### src/rtl/fmap_stream16_if.sv
// Read-buffer bus and conv-engine drive lines of the 16-channel input stream.
// The master side is the streamer; the slave side is the RAM plus conv engine.
interface fmap_stream16_if #(
    parameter int BIT_WIDTH = 8,
    parameter int ADDR_W    = 5
);
    logic                   rd_en;
    logic [ADDR_W-1:0]      rd_addr;
    logic [16*BIT_WIDTH-1:0] rd_data;
    logic [16*BIT_WIDTH-1:0] next;
    logic                   conv_en;
    logic                   conv_rst;

    modport master (
        output rd_en, rd_addr, next, conv_en, conv_rst,
        input  rd_data
    );

    modport slave (
        input  rd_en, rd_addr, next, conv_en, conv_rst,
        output rd_data
    );
endinterface

### src/rtl/fmap_stream16.sv
// Streams one MAP_SIZE x MAP_SIZE x 16 feature map in raster order into the
// 5x5x16 conv engine and flags the cycles where the engine holds a full window.
module fmap_stream16 #(
    parameter int BIT_WIDTH = 8,
    parameter int MAP_SIZE  = 5,
    parameter int KSIZE     = 5,
    parameter int CONV_LAT  = 1,
    parameter int ADDR_W    = 5,
    parameter int CRD_W     = 3
) (
    input  logic             clk,
    input  logic             rst_n,
    input  logic             start_i,
    input  logic             hold_i,
    fmap_stream16_if.master  bus,
    output logic             win_valid_o,
    output logic [CRD_W-1:0] out_row_o,
    output logic [CRD_W-1:0] out_col_o,
    output logic             busy_o,
    output logic             done_o
);
    localparam int PIX_W  = (MAP_SIZE > 1) ? $clog2(MAP_SIZE) : 1;
    localparam int DCNT_W = $clog2(CONV_LAT + 2);
    localparam logic [PIX_W-1:0]  LAST_PIX   = PIX_W'(MAP_SIZE - 1);
    localparam logic [PIX_W-1:0]  K_OFS      = PIX_W'(KSIZE - 1);
    localparam logic [ADDR_W-1:0] LAST_ADDR  = ADDR_W'(MAP_SIZE * MAP_SIZE - 1);
    localparam logic [DCNT_W-1:0] DRAIN_LAST = DCNT_W'(CONV_LAT);

    typedef enum logic [2:0] {
        IDLE,
        CLEAR,
        STREAM,
        DRAIN,
        DONE
    } state_t;

    state_t state_q, state_d;

    logic [ADDR_W-1:0] addr_q;
    logic [PIX_W-1:0]  row_q, col_q;
    logic [DCNT_W-1:0] drainCnt_q;
    logic              rdEn;
    logic              convRst;
    logic              doneNow;

    logic              convEn_q;
    logic [PIX_W-1:0]  pixRow_q, pixCol_q;

    logic              winIn;
    logic [PIX_W-1:0]  winRowOfs, winColOfs;

    logic              winVld_q [CONV_LAT];
    logic [CRD_W-1:0]  winRow_q [CONV_LAT];
    logic [CRD_W-1:0]  winCol_q [CONV_LAT];

    // State register; an asynchronous reset abandons any map in flight.
    always_ff @(posedge clk or negedge rst_n) begin
        if (!rst_n) begin
            state_q <= IDLE;
        end else begin
            state_q <= state_d;
        end
    end

    // Sequencing: clear the engine, stream every pixel, let the pipeline flush, then pulse done.
    always_comb begin
        state_d = state_q;
        rdEn    = 1'b0;
        convRst = 1'b0;
        doneNow = 1'b0;
        case (state_q)
            IDLE: begin
                if (start_i) begin
                    state_d = CLEAR;
                end
            end
            CLEAR: begin
                convRst = 1'b1;
                state_d = STREAM;
            end
            STREAM: begin
                rdEn = !hold_i;
                if (rdEn && (addr_q == LAST_ADDR)) begin
                    state_d = DRAIN;
                end
            end
            DRAIN: begin
                if (drainCnt_q == DRAIN_LAST) begin
                    state_d = DONE;
                end
            end
            DONE: begin
                doneNow = 1'b1;
                state_d = IDLE;
            end
            default: begin
                state_d = IDLE;
            end
        endcase
    end

    // Read address plus the row/col of the pixel being requested, and the drain timer.
    always_ff @(posedge clk or negedge rst_n) begin
        if (!rst_n) begin
            addr_q     <= '0;
            row_q      <= '0;
            col_q      <= '0;
            drainCnt_q <= '0;
        end else begin
            if (state_q == CLEAR) begin
                addr_q <= '0;
                row_q  <= '0;
                col_q  <= '0;
            end else if (rdEn) begin
                addr_q <= (addr_q == LAST_ADDR) ? '0 : addr_q + 1'b1;
                if (col_q == LAST_PIX) begin
                    col_q <= '0;
                    row_q <= (row_q == LAST_PIX) ? '0 : row_q + 1'b1;
                end else begin
                    col_q <= col_q + 1'b1;
                end
            end
            drainCnt_q <= (state_q == DRAIN) ? drainCnt_q + 1'b1 : '0;
        end
    end

    // The RAM answers one cycle after the strobe, so the enable and pixel coordinates follow it by one cycle.
    always_ff @(posedge clk or negedge rst_n) begin
        if (!rst_n) begin
            convEn_q <= 1'b0;
            pixRow_q <= '0;
            pixCol_q <= '0;
        end else begin
            convEn_q <= rdEn;
            if (rdEn) begin
                pixRow_q <= row_q;
                pixCol_q <= col_q;
            end
        end
    end

    // A pixel completes a window when it is the bottom-right corner of a KSIZE x KSIZE block.
    always_comb begin
        winIn     = convEn_q && (pixRow_q >= K_OFS) && (pixCol_q >= K_OFS);
        winRowOfs = pixRow_q - K_OFS;
        winColOfs = pixCol_q - K_OFS;
    end

    // Delay the window flag and coordinates to line up with the engine's convValue.
    always_ff @(posedge clk or negedge rst_n) begin
        if (!rst_n) begin
            for (int i = 0; i < CONV_LAT; i++) begin
                winVld_q[i] <= 1'b0;
                winRow_q[i] <= '0;
                winCol_q[i] <= '0;
            end
        end else begin
            winVld_q[0] <= winIn;
            winRow_q[0] <= CRD_W'(winRowOfs);
            winCol_q[0] <= CRD_W'(winColOfs);
            for (int i = 1; i < CONV_LAT; i++) begin
                winVld_q[i] <= winVld_q[i-1];
                winRow_q[i] <= winRow_q[i-1];
                winCol_q[i] <= winCol_q[i-1];
            end
        end
    end

    // Output drive; pixel data is forced to zero whenever the engine is not enabled.
    always_comb begin
        bus.rd_en    = rdEn;
        bus.rd_addr  = addr_q;
        bus.conv_en  = convEn_q;
        bus.conv_rst = convRst;
        bus.next     = convEn_q ? bus.rd_data : '0;
        win_valid_o  = winVld_q[CONV_LAT-1];
        out_row_o    = winRow_q[CONV_LAT-1];
        out_col_o    = winCol_q[CONV_LAT-1];
        busy_o       = (state_q != IDLE);
        done_o       = doneNow;
    end
endmodule

### src/flat_wrapper.sv
// flat-port wrapper written by rule: the top's interface ports become plain ports
module fmap_stream16_flat 
#(
    parameter int BIT_WIDTH = 8,
    parameter int MAP_SIZE  = 5,
    parameter int KSIZE     = 5,
    parameter int CONV_LAT  = 1,
    parameter int ADDR_W    = 5,
    parameter int CRD_W     = 3
)
  (clk, rst_n, start_i, hold_i, win_valid_o, out_row_o, out_col_o, busy_o, done_o, bus_rd_en, bus_rd_addr, bus_next, bus_conv_en, bus_conv_rst, bus_rd_data);
  fmap_stream16_if #(.BIT_WIDTH(BIT_WIDTH), .ADDR_W(ADDR_W)) bus_i ();
  input  logic clk;
  input  logic rst_n;
  input  logic start_i;
  input  logic hold_i;
  output logic win_valid_o;
  output logic [CRD_W-1:0] out_row_o;
  output logic [CRD_W-1:0] out_col_o;
  output logic busy_o;
  output logic done_o;
  output wire logic [$bits(bus_i.rd_en)-1:0] bus_rd_en;
  output wire logic [$bits(bus_i.rd_addr)-1:0] bus_rd_addr;
  output wire logic [$bits(bus_i.next)-1:0] bus_next;
  output wire logic [$bits(bus_i.conv_en)-1:0] bus_conv_en;
  output wire logic [$bits(bus_i.conv_rst)-1:0] bus_conv_rst;
  input wire logic [$bits(bus_i.rd_data)-1:0] bus_rd_data;
  assign bus_rd_en = bus_i.rd_en;
  assign bus_rd_addr = bus_i.rd_addr;
  assign bus_next = bus_i.next;
  assign bus_conv_en = bus_i.conv_en;
  assign bus_conv_rst = bus_i.conv_rst;
  assign bus_i.rd_data = bus_rd_data;
  fmap_stream16 #(.BIT_WIDTH(BIT_WIDTH), .MAP_SIZE(MAP_SIZE), .KSIZE(KSIZE), .CONV_LAT(CONV_LAT), .ADDR_W(ADDR_W), .CRD_W(CRD_W)) u_core (.clk(clk), .rst_n(rst_n), .start_i(start_i), .hold_i(hold_i), .bus(bus_i), .win_valid_o(win_valid_o), .out_row_o(out_row_o), .out_col_o(out_col_o), .busy_o(busy_o), .done_o(done_o));
endmodule
### config.mk
export PLATFORM = sky130hd
export DESIGN_NAME = fmap_stream16_flat
export DESIGN_NICKNAME = d
export VERILOG_FILES = /design/src/rtl/fmap_stream16_if.sv /design/src/rtl/fmap_stream16.sv /design/src/flat_wrapper.sv
export SDC_FILE = /design/constraint.sdc
export NUM_CORES = 1
export LEC_CHECK = 0
export BUFFER_PORTS_ARGS = -buffer_cell sky130_fd_sc_hd__clkbuf_2
export CAP_MARGIN = 30
export CORE_AREA = 2 2 106 108
export CTS_BUF_LIST = sky130_fd_sc_hd__clkbuf_2 sky130_fd_sc_hd__clkbuf_4 sky130_fd_sc_hd__clkbuf_8
export DETAILED_ROUTE_END_ITERATION = 6
export DIE_AREA = 0 0 108 110
export GPL_TIMING_DRIVEN = 0
export RECOVER_POWER = 25
export SLEW_MARGIN = 20
export SYNTH_ARGS = -nofsm -noshare
export SYNTH_HDL_FRONTEND = slang
export SYNTH_SLANG_ARGS = --single-unit
### constraint.sdc
create_clock -name clk -period 2 [get_ports clk]
set_clock_uncertainty 0.05 [all_clocks]
set_input_delay 0.4 -clock clk [delete_from_list [all_inputs] [get_ports clk]]
set_output_delay 0.4 -clock clk [all_outputs]
set_load 0.02 [all_outputs]
==> results.py <==
metrics = {
    "logic_synthesis": {
        "yosys-top-cells-area": "and2_1, dfrtp_1, ha_1",
        "yosysSeqAreaShare": 0.337,
        "synth_top_cell_by_area": "and2_1",
        "synth_top_family_by_area": "simple AND/OR/NAND/NOR gates",
        "synth-simple-area-share": 0.452,
        "yosys_warnings": 0,
        "synth_xor_area_frac": 0,
        "netlist_area_mm2": 0.00223,
        "synth_flop_cell": "dfrtp_1",
        "synth_top_area_frac": 0.363,
        "async_flop_share": 1.00,
        "synthAdderAreaFrac": 0.0393,
        "syn_inst": 264,
        "synth.distinct_cells": 37,
        "avgSynthCellArea_um2": 8.43,
        "synth-edff-count": 0,
        "muxShareOfSynthArea": 0.0315,
        "ys_ff_latch": 30,
        "synth_fp_nets": 403,
        "synth_compound_area_frac": 0.0720,
    },
    "worst_setup_path": {
        "timing.critical_path.cells": "or4b_1 -> buf_6 -> clkinv_8 -> clkbuf_8",
        "reg2regPathDepth": 6,
        "crit_path_end_kind": "primary output",
        "r2r-start": "u_core.state_q[0]$_DFFE_PN0P_",
        "cp_slowest_cell": "or4b_1",
        "max_stage_delay_ns": 0.54,
        "startpoint_type": "flip-flop",
        "cp_data_arrival_time_ns": 1.51,
        "cp.required_ns": 1.55,
        "r2r-end": "u_core.row_q[1]$_DFFE_PN0P_",
        "worst-setup-path-type": "flip-flop to primary output",
        "regToRegSetupSlack_ns": 0.11,
        "cp_num_buf_inv": 3,
        "crit_family": "simple AND/OR/NAND/NOR gates",
        "crit_path_max_fanout": 2,
    },
    "min_path": {
        "hold_path.class": "flip-flop to flip-flop",
        "whs_path_depth": 0,
        "hold_path_end": "u_core.out_row_o[1]$_DFF_PN0_",
        "min-delay-start": "u_core.pixRow_q[1]$_DFFE_PN0P_",
    },
    "grt": {
        "grt_pass1_wl_um": 16200,
        "grt_pass1_vias": 2874,
        "grt_antenna_before_repair": 1,
        "grt.busiest_layer": "met2",
        "grt_overflow": 0,
        "use_met3": 0.0464,
        "grt_use_met2": 0.278,
        "grt_usage": 0.181,
        "grt_max_degree": 31,
        "grtUsageMet1": 0.258,
    },
    "floorplanning": {
        "die_y_um": 110,
        "die_w_um": 108,
        "coreArea_mm2": 0.0107,
        "initial_core_util": 0.208,
        "ioPinCount": 277,
        "dieArea_mm2": 0.0119,
        "placementRows": 38,
    },
    "route": {
        "vias_per_cell": 4.22,
        "drtAntennaViolNets": 0,
        "firstDrtPassIters": 4,
        "totalWireLength_um": 11500,
        "routedWlPerCell_um": 16.7,
        "vias": 2910,
        "detailedRoute.firstIterationViolations": 153,
        "route.detailed.drc": 0,
    },
    "timing": {
        "max_slew_margin": -0.0677,
        "grt_setup_unrepaired": "no",
        "worst_pin_slew_ns": 1.60,
        "finalCritPeriodShare": 0.981,
        "max_freq_ghz": 0.510,
        "setup_tns_ns": 0,
        "min_period_ns": 1.96,
        "slew_violations": 31,
        "hold_viol_final": 0,
        "setup_violations": 0,
    },
    "layout": {
        "drive_above_1_share": 0.555,
        "layout_commonest_cell": "clkbuf_2",
        "layout_common_cells": "clkbuf_2, and2_1, dfrtp_1",
        "syn_to_final_growth_pct": 76.7,
        "antenna_cells": 0,
        "num-nets-final": 688,
        "final_cells": 690,
    },
    "cts": {
        "cts_max_level": 2,
        "cts.hold.buffers_added": 0,
        "clk_pin_slew_ns": 0.07,
        "cts_buffer_depth": 2,
        "cts_tree": "yes",
        "clock_sinks": 30,
        "clockRootBuffer": "clkbuf_8",
        "numCtsBuffers": 5,
        "clock_latency_ns": 0.28,
    },
    "place": {
        "dp_cells": 680,
        "io_buffer_count": 276,
        "place_congestion": 0.961,
        "hpwl_um": 10300,
    },
    "status": {
        "run_status": "finished with violations",
        "violations": "max-capacitance violations, max-slew violations",
    },
    "run": {
        "drv_cap": 1,
    },
    "power": {
        "cellPowerDensity_mw_per_mm2": 1130,
        "p_leak_nw": 2.32,
        "vdd_drop_max_uv": 453,
    },
}
-- timing repair --
| item | 4_1_cts | 5_1_grt |
|---|---|---|
| pin swaps | 1 | 1 |
| resized for setup | 17 | 9 |
| endpoints found under the setup margin | 112 | 101 |
| setup buffers | 5 | 0 |
-- synth_stat cells (all sizes together), types with 4 or more instances --
library cell  number
nand2             10
dfrtp             30
nand3              4
a21oi              5
o21ai              7
ha                 7
and2             129
clkbuf            16
nor2               7
mux2               5
inv               12
-- where the power goes --
group	switching [mW]	total (mW)	leakage, nW	internal (mW)
registers	0.175	0.987	0.387	0.812
clock network	0.231	0.507	0.0472	0.276
logic	1.84	2.95	1.89	1.11
total	2.25	4.45	2.32	2.20
-- stage by stage --
step	area [um^2]	power, mW	hold WS [ns]	util	setup WS, ns
after floorplan	2230	2.78	0.0544	-	0.294
after global placement	3780	3.81	0.308	0.354	-0.0612
after detailed placement	3780	3.86	0.309	0.354	-0.0734
after CTS	3940	4.48	0.143	0.369	0.00569
after global routing	3930	4.79	0.341	0.368	0.00467
final	3930	4.45	0.326	0.368	0.0384
-- sequential cells by signal (all words and copies together) (netlist names) --
name / cells
u_core.row_q: 3
u_core.win_valid_o: 1
u_core.bus.conv_en: 1
u_core.drainCnt_q: 2
u_core.pixCol_q: 3
u_core.pixRow_q: 3
u_core.bus.rd_addr: 5
u_core.out_col_o: 3
u_core.state_q: 3
u_core.out_row_o: 3
u_core.col_q: 3
-- kinds of logic after synthesis --
| kind of cell | Yosys count |
|---|---|
| AOI/OAI and AO/OA | 24 |
| adders and majority gates | 7 |
| buffers and inverters | 32 |
| DFF | 30 |
| muxes | 6 |
| and+or+nand+nor | 165 |
-- cell type report --
cell class,instances,area (um^2)
plain buffers,16,101
clock buffers,6,82.6
clock inverters,2,12.5
fillers,1162,6770
inverters,13,61.3
multi-input cells,202,1330
flip-flops and latches,30,752
well taps,140,175
repair buffers,281,1420
-- how the worst max path moves through the flow --
stage,from,to,slack [ns],cells past startpoint
after global routing,u_core.state_q[0]$_DFFE_PN0P_,bus_rd_en,0.005,4
after detailed placement,u_core.bus.conv_en$_DFF_PN0_,bus_next[90],-0.07,4
after global placement,hold_i,bus_rd_en,-0.06,6
after CTS,u_core.bus.conv_en$_DFF_PN0_,bus_next[90],0.006,4
after floorplan,u_core.state_q[1]$_DFFE_PN0P_,bus_rd_en,0.29,5
final,u_core.state_q[0]$_DFFE_PN0P_,bus_rd_en,0.04,4
-- metal layers --
layer,vias to the layer above,routed length [um]
li1,1411,-
met1,1360,5380
met2,124,5140
met3,13,924
met4,2,88
met5,-,11
-- worst register-to-register path, stage by stage, from the launching register on --
cell and delay, ns:
dfrtp_1 0.38, or4b_1 0.54, buf_6 0.15, clkinv_8 0.04, buf_4 0.20, nand3_2 0.12, mux2_4 0.31
Power figures use the tool's default switching activity.
